**src/rtl/regfile_wb_arbiter_if.sv**
```systemverilog
// rtl/regfile_wb_arbiter_if.sv - write-back, issue and register-file port bundle for regfile_wb_arbiter
interface regfile_wb_arbiter_if;
    logic        AValid;
    logic [4:0]  ARd;
    logic [31:0] AData;
    logic        AReady;
    logic        MValid;
    logic [4:0]  MRd;
    logic [31:0] MData;
    logic        MReady;
    logic        IssueValid;
    logic [4:0]  IssueRs1;
    logic [4:0]  IssueRs2;
    logic [4:0]  IssueRd;
    logic        IssueWritesRd;
    logic        Stall;
    logic        RegWr;
    logic [4:0]  RD;
    logic [31:0] WData;
    logic [31:0] Pending;

    modport master (
        output AValid, ARd, AData, MValid, MRd, MData,
               IssueValid, IssueRs1, IssueRs2, IssueRd, IssueWritesRd,
        input  AReady, MReady, Stall, RegWr, RD, WData, Pending
    );

    modport slave (
        input  AValid, ARd, AData, MValid, MRd, MData,
               IssueValid, IssueRs1, IssueRs2, IssueRd, IssueWritesRd,
        output AReady, MReady, Stall, RegWr, RD, WData, Pending
    );
endinterface

```
**src/rtl/regfile_wb_arbiter.sv**
```systemverilog
// rtl/regfile_wb_arbiter.sv - write-back arbiter and RAW/WAW scoreboard for the 32x32 register file
module regfile_wb_arbiter #(
    parameter int STARVE_LIMIT = 3
) (
    input logic                 Clk,
    input logic                 Reset_n,
    regfile_wb_arbiter_if.slave bus
);
    localparam logic [3:0] LIMIT = 4'(STARVE_LIMIT);

    logic [3:0]  starve_cnt;
    logic        a_prio;
    logic        a_ready;
    logic        m_ready;
    logic        any_acc;
    logic [4:0]  win_rd;
    logic [31:0] win_data;
    logic        stall;
    logic        issue_acc;
    logic        reg_wr_q;
    logic [4:0]  rd_q;
    logic [31:0] wdata_q;
    logic [31:0] pending_q;
    logic [31:0] pending_d;
    logic [31:0] set_mask;
    logic [31:0] clr_mask;

    // Readies and Stall are forced low while reset is held, independent of the clock.
    always_comb begin
        a_prio   = (starve_cnt == LIMIT);
        a_ready  = Reset_n & bus.AValid & (a_prio | ~bus.MValid);
        m_ready  = Reset_n & bus.MValid & ~a_ready;
        any_acc  = a_ready | m_ready;
        win_rd   = a_ready ? bus.ARd : bus.MRd;
        win_data = a_ready ? bus.AData : bus.MData;

        stall = Reset_n & bus.IssueValid &
                (pending_q[bus.IssueRs1] | pending_q[bus.IssueRs2] |
                 (bus.IssueWritesRd & pending_q[bus.IssueRd]));
        issue_acc = bus.IssueValid & ~stall & bus.IssueWritesRd & (bus.IssueRd != 5'd0);

        set_mask = issue_acc ? (32'd1 << bus.IssueRd) : 32'd0;
        clr_mask = reg_wr_q ? (32'd1 << rd_q) : 32'd0;
        // Set is applied after clear so a same-edge collision leaves the bit set.
        pending_d = ((pending_q & ~clr_mask) | set_mask) & ~32'd1;
    end

    always_ff @(posedge Clk or negedge Reset_n) begin
        if (!Reset_n) begin
            starve_cnt <= 4'd0;
        end else if (!bus.AValid || a_ready) begin
            starve_cnt <= 4'd0;
        end else if (starve_cnt != LIMIT) begin
            starve_cnt <= starve_cnt + 4'd1;
        end
    end

    always_ff @(posedge Clk or negedge Reset_n) begin
        if (!Reset_n) begin
            reg_wr_q <= 1'b0;
            rd_q     <= 5'd0;
            wdata_q  <= 32'd0;
        end else if (any_acc) begin
            reg_wr_q <= (win_rd != 5'd0);
            rd_q     <= win_rd;
            wdata_q  <= win_data;
        end else begin
            reg_wr_q <= 1'b0;
        end
    end

    always_ff @(posedge Clk or negedge Reset_n) begin
        if (!Reset_n) begin
            pending_q <= 32'd0;
        end else begin
            pending_q <= pending_d;
        end
    end

    assign bus.AReady  = a_ready;
    assign bus.MReady  = m_ready;
    assign bus.Stall   = stall;
    assign bus.RegWr   = reg_wr_q;
    assign bus.RD      = rd_q;
    assign bus.WData   = wdata_q;
    assign bus.Pending = pending_q;
endmodule

```
**src/flat_wrapper.sv**
```systemverilog
// flat-port wrapper written by rule: the top's interface ports become plain ports
module regfile_wb_arbiter_flat 
#(
    parameter int STARVE_LIMIT = 3
)
  (Clk, Reset_n, bus_AValid, bus_ARd, bus_AData, bus_MValid, bus_MRd, bus_MData, bus_IssueValid, bus_IssueRs1, bus_IssueRs2, bus_IssueRd, bus_IssueWritesRd, bus_AReady, bus_MReady, bus_Stall, bus_RegWr, bus_RD, bus_WData, bus_Pending);
  regfile_wb_arbiter_if bus_i ();
  input logic Clk;
  input logic Reset_n;
  input wire logic [$bits(bus_i.AValid)-1:0] bus_AValid;
  input wire logic [$bits(bus_i.ARd)-1:0] bus_ARd;
  input wire logic [$bits(bus_i.AData)-1:0] bus_AData;
  input wire logic [$bits(bus_i.MValid)-1:0] bus_MValid;
  input wire logic [$bits(bus_i.MRd)-1:0] bus_MRd;
  input wire logic [$bits(bus_i.MData)-1:0] bus_MData;
  input wire logic [$bits(bus_i.IssueValid)-1:0] bus_IssueValid;
  input wire logic [$bits(bus_i.IssueRs1)-1:0] bus_IssueRs1;
  input wire logic [$bits(bus_i.IssueRs2)-1:0] bus_IssueRs2;
  input wire logic [$bits(bus_i.IssueRd)-1:0] bus_IssueRd;
  input wire logic [$bits(bus_i.IssueWritesRd)-1:0] bus_IssueWritesRd;
  output wire logic [$bits(bus_i.AReady)-1:0] bus_AReady;
  output wire logic [$bits(bus_i.MReady)-1:0] bus_MReady;
  output wire logic [$bits(bus_i.Stall)-1:0] bus_Stall;
  output wire logic [$bits(bus_i.RegWr)-1:0] bus_RegWr;
  output wire logic [$bits(bus_i.RD)-1:0] bus_RD;
  output wire logic [$bits(bus_i.WData)-1:0] bus_WData;
  output wire logic [$bits(bus_i.Pending)-1:0] bus_Pending;
  assign bus_i.AValid = bus_AValid;
  assign bus_i.ARd = bus_ARd;
  assign bus_i.AData = bus_AData;
  assign bus_i.MValid = bus_MValid;
  assign bus_i.MRd = bus_MRd;
  assign bus_i.MData = bus_MData;
  assign bus_i.IssueValid = bus_IssueValid;
  assign bus_i.IssueRs1 = bus_IssueRs1;
  assign bus_i.IssueRs2 = bus_IssueRs2;
  assign bus_i.IssueRd = bus_IssueRd;
  assign bus_i.IssueWritesRd = bus_IssueWritesRd;
  assign bus_AReady = bus_i.AReady;
  assign bus_MReady = bus_i.MReady;
  assign bus_Stall = bus_i.Stall;
  assign bus_RegWr = bus_i.RegWr;
  assign bus_RD = bus_i.RD;
  assign bus_WData = bus_i.WData;
  assign bus_Pending = bus_i.Pending;
  regfile_wb_arbiter #(.STARVE_LIMIT(STARVE_LIMIT)) u_core (.Clk(Clk), .Reset_n(Reset_n), .bus(bus_i));
endmodule
```
**config.mk**
```make
export PLATFORM = sky130hd
export DESIGN_NAME = regfile_wb_arbiter_flat
export DESIGN_NICKNAME = d
export VERILOG_FILES = /design/src/rtl/regfile_wb_arbiter_if.sv /design/src/rtl/regfile_wb_arbiter.sv /design/src/flat_wrapper.sv
export SDC_FILE = /design/constraint.sdc
export NUM_CORES = 1
export LEC_CHECK = 0
export ABC_CLOCK_PERIOD_IN_PS = 2580
export BUFFER_PORTS_ARGS = -buffer_cell sky130_fd_sc_hd__buf_4
export CORE_MARGIN = 8
export CORE_UTILIZATION = 45
export DETAILED_ROUTE_END_ITERATION = 12
export PLACE_DENSITY = 0.76
export REMOVE_ABC_BUFFERS = 1
export SYNTH_ARGS = -nofsm -noshare
export SYNTH_HDL_FRONTEND = slang
export SYNTH_SLANG_ARGS = --single-unit
```
**constraint.sdc**
```tcl
create_clock -name Clk -period 2.58 [get_ports Clk]
set_input_delay 0.516 -clock Clk [delete_from_list [all_inputs] [get_ports Clk]]
set_output_delay 0.516 -clock Clk [all_outputs]
set_load 0.01 [all_outputs]
```
==> metrics.csv, run 1 <==
stage,metric,value,unit
outcome,status,"complete, but fails checks",
outcome,failed_checks,setup timing,
routing,drt-total-wl,16400,µm
die,floorplan.io_pins,168,
sta,final-hold-violation-count,0,
setup_path,critPathMaxFanout,2,
place,numPortBuffers,166,
place,detailed_place.area,0.00592,mm²
global_routing,grt_remaining_overflow,0,
setup_path,crit_start,u_core.bus.Pending[31],
clock_network,cts_buffer_depth,2,
layout,multi_input_area,0.00226,mm²
routing,route.detailed.drc,0,
global_routing,grt.total_usage,0.253,
sta,finalSetupTns,-0.208,ns
global_routing,antenna_violations_before_repair,0,
routing,route.vias.total,4427,
place,post_detail_place_hpwl,12700,µm
global_routing,grt_pass1_wl,25700,µm
logic_synthesis,synth_seq_area_share,0.416,
clock_network,cts.reportedPaths.clkPinSlew,0.07,ns
global_routing,grt_max_degree,44,
routing,firstDrtPassIters,8,
logic_synthesis,yosys-top-cells-area,"sky130_fd_sc_hd__dfrtp_1, sky130_fd_sc_hd__mux4_2, sky130_fd_sc_hd__a222oi_1",
sta,fin_crit_sh,1.08,
setup_path,critPathRequiredTime,2.06,ns
sta,timing.slew.headroom,0.600,
die,die-area,0.0132,mm²
die,start_util,0.455,
layout,design.final.nets,699,
power,cellLeakagePower,2.88,nW
logic_synthesis,post_synth.cell_area_avg,10.4,µm²
sta,setup_viol_count_final,1,
logic_synthesis,synthDominantCellAreaShare,0.416,
clock_network,numClockSinks,73,
clock_network,post_cts.repair.setup_buffers,0,
sta,max_clock_freq,359,MHz
logic_synthesis,post_synthesis_cells,422,
global_routing,first_global_vias,4668,
routing,route.detailed.wl_per_inst,22.3,µm
logic_synthesis,synth_edf_count,0,
sta,slew_viol_final,0,
sta,period_needed,2.79,ns
run,maxCapViolations,0,
layout,diodes,0,
clock_network,cts_tree,done,
layout,syn_to_final_growth,38.1,%
clock_network,cts_buffers,9,
layout,nFillCells,825,
die,coreArea,0.00964,mm²
sta,timing.final.ws_setup,-0.208,ns
sta,grt_setup_unrepaired,true,
die,die_y,115,µm
setup_path,reg2reg_from,u_core.bus.Pending[31],
logic_synthesis,mappedNetlistArea,0.00439,mm²
logic_synthesis,yosys.area.top_type,sky130_fd_sc_hd__dfrtp_1,
die,floorplan.die.width,115,µm
clock_network,cts_root_buffer,sky130_fd_sc_hd__clkbuf_8,
logic_synthesis,yosys.cell_count.top_type,sky130_fd_sc_hd__dfrtp_1,
layout,drive_above_1_share,0.403,
layout,post-route-cell-area,0.00606,mm²
die,rows,36,
logic_synthesis,synth_seq_cells,73,
sta,fin_skew,0.0138,ns
power,vdd.ir_drop.worst,399,µV
routing,via_per_inst,6.01,
routing,drt-initial-drc-count,467,
place,gp_congestion,0.953,
logic_synthesis,dominantRegCellSynth,sky130_fd_sc_hd__dfrtp_1,
logic_synthesis,yosysWarnings,0,
layout,post-route-util,0.629,
place,place_ws,-0.214,ns
layout,footprint_of_the_flip_flops_and_latches,0.00183,mm²
power,cellPowerDensity,726,mW/mm²
logic_synthesis,synth.lib_cells_used.distinct,49,
setup_path,cell_count_of_the_worst_reg_to_reg_path,7,
logic_synthesis,async_reset_ff_frac,1.00,
sta,tightest_slew,0.599,ns
clock_network,clock_latency_reported_for_the_late_side_of_the_worst_skew_pair,0.35,ns
hold_path,min_path_type,primary input to asynchronous set/reset pin,
clock_network,cts-htree-levels,3,
routing,postRouteAntennaNets,0,
setup_path,setup.worst_path.start_class,flop,
setup_path,critPathArrivalTime,2.27,ns
logic_synthesis,cell_types_with_the_highest_counts_after_synthesis,"sky130_fd_sc_hd__dfrtp_1, sky130_fd_sc_hd__o21ai_0, sky130_fd_sc_hd__inv_1",
setup_path,critical_path.endpoint_type,output pin,
setup_path,crit_type,flop to output pin,
-- per-stage QoR --
stage | hold slack [ns] | cells | power, W
3_3_place_gp | 0.435 | 725 | 0.00359
6_report | 0.0504 | 736 | 0.00440
4_1_cts | 0.0649 | 736 | 0.00440
2_1_floorplan | 0.220 | 390 | 0.00252
3_5_place_dp | 0.441 | 725 | 0.00363
5_1_grt | 0.0762 | 736 | 0.00463
-- worst max-delay path, stage by stage (launching register included) --
cell and delay (ns):
sky130_fd_sc_hd__dfrtp_1 0.41, sky130_fd_sc_hd__mux4_2 0.47, sky130_fd_sc_hd__mux4_2 0.47, sky130_fd_sc_hd__nand2b_4 0.15, sky130_fd_sc_hd__o211ai_2 0.07, sky130_fd_sc_hd__o211a_4 0.20, sky130_fd_sc_hd__nor2_4 0.04, sky130_fd_sc_hd__buf_6 0.12
-- flip-flops by register name, indices dropped and copies added (netlist names) --
name	cells
u_core.bus.WData	32
u_core.bus.Pending	31
u_core.bus.RD	5
u_core.starve_cnt	4
u_core.bus.RegWr	1
-- layer usage --
layer | track usage | vias to the layer above | routed length, µm
met4 | 0.0981 | 0 | 413
met5 | 0 | - | 0
li1 | - | 1985 | -
met2 | 0.410 | 305 | 7890
met1 | 0.299 | 2101 | 5990
met3 | 0.0987 | 36 | 2110
-- layout make-up --
| cell class | count | area share |
|---|---|---|
| Multi-Input combinational cell | 282 | 0.373 |
| Clock buffer | 10 | 0.0227 |
| Tap cell | 133 | 0.0274 |
| Inverter | 35 | 0.0217 |
| Sequential cell | 73 | 0.301 |
| Clock inverter | 1 | 0.00124 |
| Timing Repair Buffer | 202 | 0.253 |
-- logic make-up (layout without fill, tap and decap cells) --
family,after synthesis,after routing,synth area share
other cells,1,1,0.000854
compound gates,137,137,0.241
simple gates,106,106,0.120
flops,73,73,0.416
xor+xnor,2,2,0.00399
mux,35,35,0.146
fa+ha+maj,1,1,0.00285
buf+inv,67,248,0.0698
-- path summary, 6_finish.rpt --
check | slack, ns | endpoint
max | -0.21 | bus_Stall
min | 0.05 | u_core.bus.WData[19]
max reg2reg | 0.20 | u_core.bus.Pending[9]
min reg2reg | 0.50 | u_core.bus.WData[18]
max in group asynchronous | 1.68 | u_core.bus.Pending[6]
min in group Clk | 0.39 | u_core.bus.WData[18]
-- where the power goes --
part           switching, W  internal (W)
Combinational      0.000876       0.00107
Sequential         0.000300       0.00140
Clock              0.000405      0.000349
Total               0.00158       0.00282
-- cell usage in the layout, fill, tap and decap left out, types with 3 or more instances in the layout --
master	n
sky130_fd_sc_hd__nand2b_1	9
sky130_fd_sc_hd__nand3_1	8
sky130_fd_sc_hd__nor2_1	16
sky130_fd_sc_hd__nand2_1	34
sky130_fd_sc_hd__buf_4	200
sky130_fd_sc_hd__nor3b_1	3
sky130_fd_sc_hd__a222oi_1	32
sky130_fd_sc_hd__and3_1	3
sky130_fd_sc_hd__mux4_2	18
sky130_fd_sc_hd__or3_1	3
sky130_fd_sc_hd__a21oi_1	4
sky130_fd_sc_hd__dfrtp_1	73
sky130_fd_sc_hd__inv_1	35
sky130_fd_sc_hd__mux2i_1	11
sky130_fd_sc_hd__a31o_1	29
sky130_fd_sc_hd__clkbuf_8	10
sky130_fd_sc_hd__mux4_1	3
sky130_fd_sc_hd__nor2b_1	9
sky130_fd_sc_hd__mux2_2	3
sky130_fd_sc_hd__o21ai_0	45
sky130_fd_sc_hd__nor3_1	12
sky130_fd_sc_hd__a22o_1	11
-- repair_timing --
item	in CTS	in global routing
gates resized for setup	4	2
hold buffers	0	0
endpoints found under the setup margin	1	1
pin swaps	1	0
(Power assumes the default switching activity.)
==> inputs of run 2 (changes only) <==
--- a/config.mk
+++ b/config.mk
@@ -9,8 +9,9 @@
 export BUFFER_PORTS_ARGS = -buffer_cell sky130_fd_sc_hd__buf_4
 export CORE_MARGIN = 8
 export CORE_UTILIZATION = 45
+export CTS_CLUSTER_DIAMETER = 40
 export DETAILED_ROUTE_END_ITERATION = 12
-export PLACE_DENSITY = 0.76
+export PLACE_DENSITY = 0.85
 export REMOVE_ABC_BUFFERS = 1
 export SYNTH_ARGS = -nofsm -noshare
 export SYNTH_HDL_FRONTEND = slang
==> constraint.sdc (replaced) <==
create_clock -name Clk -period 2.58 [get_ports Clk]
set_input_delay 0.387 -clock Clk [delete_from_list [all_inputs] [get_ports Clk]]
set_output_delay 0.387 -clock Clk [all_outputs]
set_load 0.01 [all_outputs]
==> metrics.csv, run 2 (same netlist as run 1, synthesis figures left out) <==
stage,metric,value,unit,change
outcome,failed_checks,setup timing,,
routing,postRouteAntennaNets,0,,unchanged
sta,tightest_slew,0.888,ns,+0.288 ns
setup_path,timing.critical_path.slowest_cell_delay,0.49,ns,+0.02 ns
outcome,status,"complete, but fails checks",,
power,cellPowerDensity,757,mW/mm²,+4.3%
sta,slew_viol_final,0,,unchanged
layout,post-route-util,0.632,,+0.00324
die,floorplan.io_pins,168,,unchanged
setup_path,critPathArrivalTime,2.31,ns,+0.04 ns
clock_network,clock_latency_reported_for_the_late_side_of_the_worst_skew_pair,0.34,ns,about the same
sta,max_clock_freq,371,MHz,+3.5%
clock_network,cts_root_buffer,sky130_fd_sc_hd__clkbuf_8,,
layout,drive_above_1_share,0.401,,-0.00232
place,detailed_place.area,0.00580,mm²,-2.0%
setup_path,worst_r2r_endpoint,u_core.bus.Pending[23],,
clock_network,cts_buffer_depth,2,,unchanged
global_routing,grt_max_degree,44,,unchanged
sta,period_needed,2.69,ns,-0.0947 ns
setup_path,critPathMaxFanout,5,,+3
global_routing,grt.total_usage,0.252,,-0.00171
setup_path,cp_cell_sequence,mux4_2 -> mux4_2 -> nand2b_4 -> o211ai_2 -> o211a_4 -> nor2_1 -> buf_4,,
layout,final_cell_mix,"sky130_fd_sc_hd__buf_4, sky130_fd_sc_hd__dfrtp_1, sky130_fd_sc_hd__o21ai_0",,
layout,largest_register_ffs,32,,unchanged
routing,route.vias.total,4496,,+1.6%
die,start_util,0.455,,unchanged
hold_path,min_path_type,primary input to flop,,
clock_network,cts_tree,done,,
die,die-area,0.0132,mm²,unchanged
routing,route.detailed.drc,0,,unchanged
clock_network,cts-htree-levels,3,,unchanged
clock_network,cts.reportedPaths.clkPinSlew,0.09,ns,+0.02 ns
sta,setup_viol_count_final,1,,unchanged
global_routing,first_global_vias,4767,,+2.1%
sta,grt_setup_unrepaired,true,,
setup_path,slowest_stage,sky130_fd_sc_hd__mux4_2,,
setup_path,cell_count_of_the_worst_reg_to_reg_path,9,,+2
setup_path,critPathCapture,bus_Stall,,
die,rows,36,,unchanged
setup_path,critPathRequiredTime,2.19,ns,+0.13 ns
clock_network,cts_buffers,9,,unchanged
setup_path,critical_path.endpoint_type,output pin,,
routing,via_per_inst,6.10,,+1.4%
die,floorplan.die.width,115,µm,unchanged
run,maxCapViolations,0,,unchanged
setup_path,timing.reg2reg.setup_slack,0.07,ns,-0.13 ns
clock_network,numClockSinks,73,,unchanged
power,cellLeakagePower,2.90,nW,+0.69%
sta,whs,0.269,ns,+0.218 ns
layout,final_common_cell,sky130_fd_sc_hd__buf_4,,
die,coreArea,0.00964,mm²,unchanged
layout,diodes,0,,unchanged
sta,timing.final.ws_setup,-0.113,ns,+0.0947 ns
routing,drt-total-wl,16500,µm,+0.55%
routing,route.detailed.wl_per_inst,22.4,µm,+0.41%
die,die_y,115,µm,unchanged
setup_path,crit_path_frequent_cell,sky130_fd_sc_hd__mux4_2,,
layout,post-route-cell-area,0.00609,mm²,+0.52%
setup_path,setup.worst_path.start_class,flop,,
layout,design.final.nets,695,,-0.57%
power,vdd.ir_drop.worst,525,µV,+32%
sta,final-hold-violation-count,0,,unchanged
sta,timing.slew.headroom,0.404,,-0.196
global_routing,grt_remaining_overflow,0,,unchanged
layout,syn_to_final_growth,38.8,%,
place,numPortBuffers,166,,unchanged
global_routing,antenna_violations_before_repair,0,,unchanged
setup_path,reg2reg_from,u_core.bus.Pending[30],,
routing,firstDrtPassIters,6,,-2
global_routing,grt_pass1_wl,25900,µm,+0.76%
setup_path,crit_start,u_core.bus.Pending[30],,
place,post_detail_place_hpwl,12600,µm,-1.2%
sta,fin_skew,0.0124,ns,-0.00149 ns
setup_path,crit_type,flop to output pin,,
routing,drt-initial-drc-count,475,,+1.7%
sta,fin_crit_sh,1.04,,-0.0367
place,gp_congestion,1.04,,+8.6%
==> run 2: cell types whose count changed in the layout (fill, tap and decap cells not counted), sizes merged <==
| cell | previous run | this run |
|---|---|---|
| dlygate4sd3 | 0 | 1 |
| buf | 202 | 197 |
| bufinv | 0 | 2 |
| clkinv | 0 | 2 |
| inv | 35 | 36 |
==> run 2: final cells by class <==
cell class	count	area, µm²
Fill cell	811	3540
Multi-Input combinational cell	282	2250
Sequential cell	73	1830
Timing Repair Buffer	198	1490
Tap cell	133	166
Clock buffer	10	138
Inverter	35	131
Clock inverter	6	90.1
==> run 2: per-layer routing <==
metal | vias up | global-route usage | part of all wire
met5 | - | 0 | 0
met4 | 0 | 0.0902 | 0.031
met3 | 43 | 0.105 | 0.14
met2 | 341 | 0.417 | 0.47
met1 | 2128 | 0.287 | 0.36
li1 | 1984 | - | -
==> run 2: repair_timing <==
item / CTS / global route
resized for setup: 3 / 0
hold endpoints to repair: 6 / 0
hold buffers: 1 / 0
pin swaps: 1 / 1
setup endpoints to repair: 1 / 1
setup buffers: 8 / 1
==> run 2: how the worst min path moves through the flow <==
stage / depth (start not counted) / end / start
after floorplan: 0 / u_core.bus.Pending[10] / Reset_n
after global placement: 1 / u_core.starve_cnt[0] / Reset_n
after detailed placement: 1 / u_core.starve_cnt[0] / Reset_n
after CTS: 3 / u_core.bus.WData[14] / bus_MData[14]
after global routing: 3 / u_core.bus.WData[14] / bus_MData[14]
final: 3 / u_core.bus.WData[0] / bus_MData[0]
==> run 2: stage by stage <==
step                      setup slack [ns]  TNS [ns]  power (W)  std cells
after floorplan                     0.0721         0    0.00252        390
after global placement              0.0234         0    0.00345        711
after detailed placement            0.0232         0    0.00351        711
after CTS                           -0.104    -0.104    0.00460        736
after global routing                -0.156    -0.156    0.00484        737
final                               -0.113    -0.113    0.00461        737
==> run 2: power breakdown <==
part | switching, W | internal (W)
registers | 0.000310 | 0.00140
clock network | 0.000448 | 0.000575
logic | 0.000843 | 0.00104
total | 0.00160 | 0.00301
==> run 2: worst max-delay path, delay by kind of cell (launching register included) <==
family                 cells  cell delay (ns)
AND/OR/NAND/NOR            2             0.19
multiplexers               2             0.94
AO/OA/AOI/OAI              2             0.26
flip-flops                 1             0.44
buffers and inverters      1             0.15
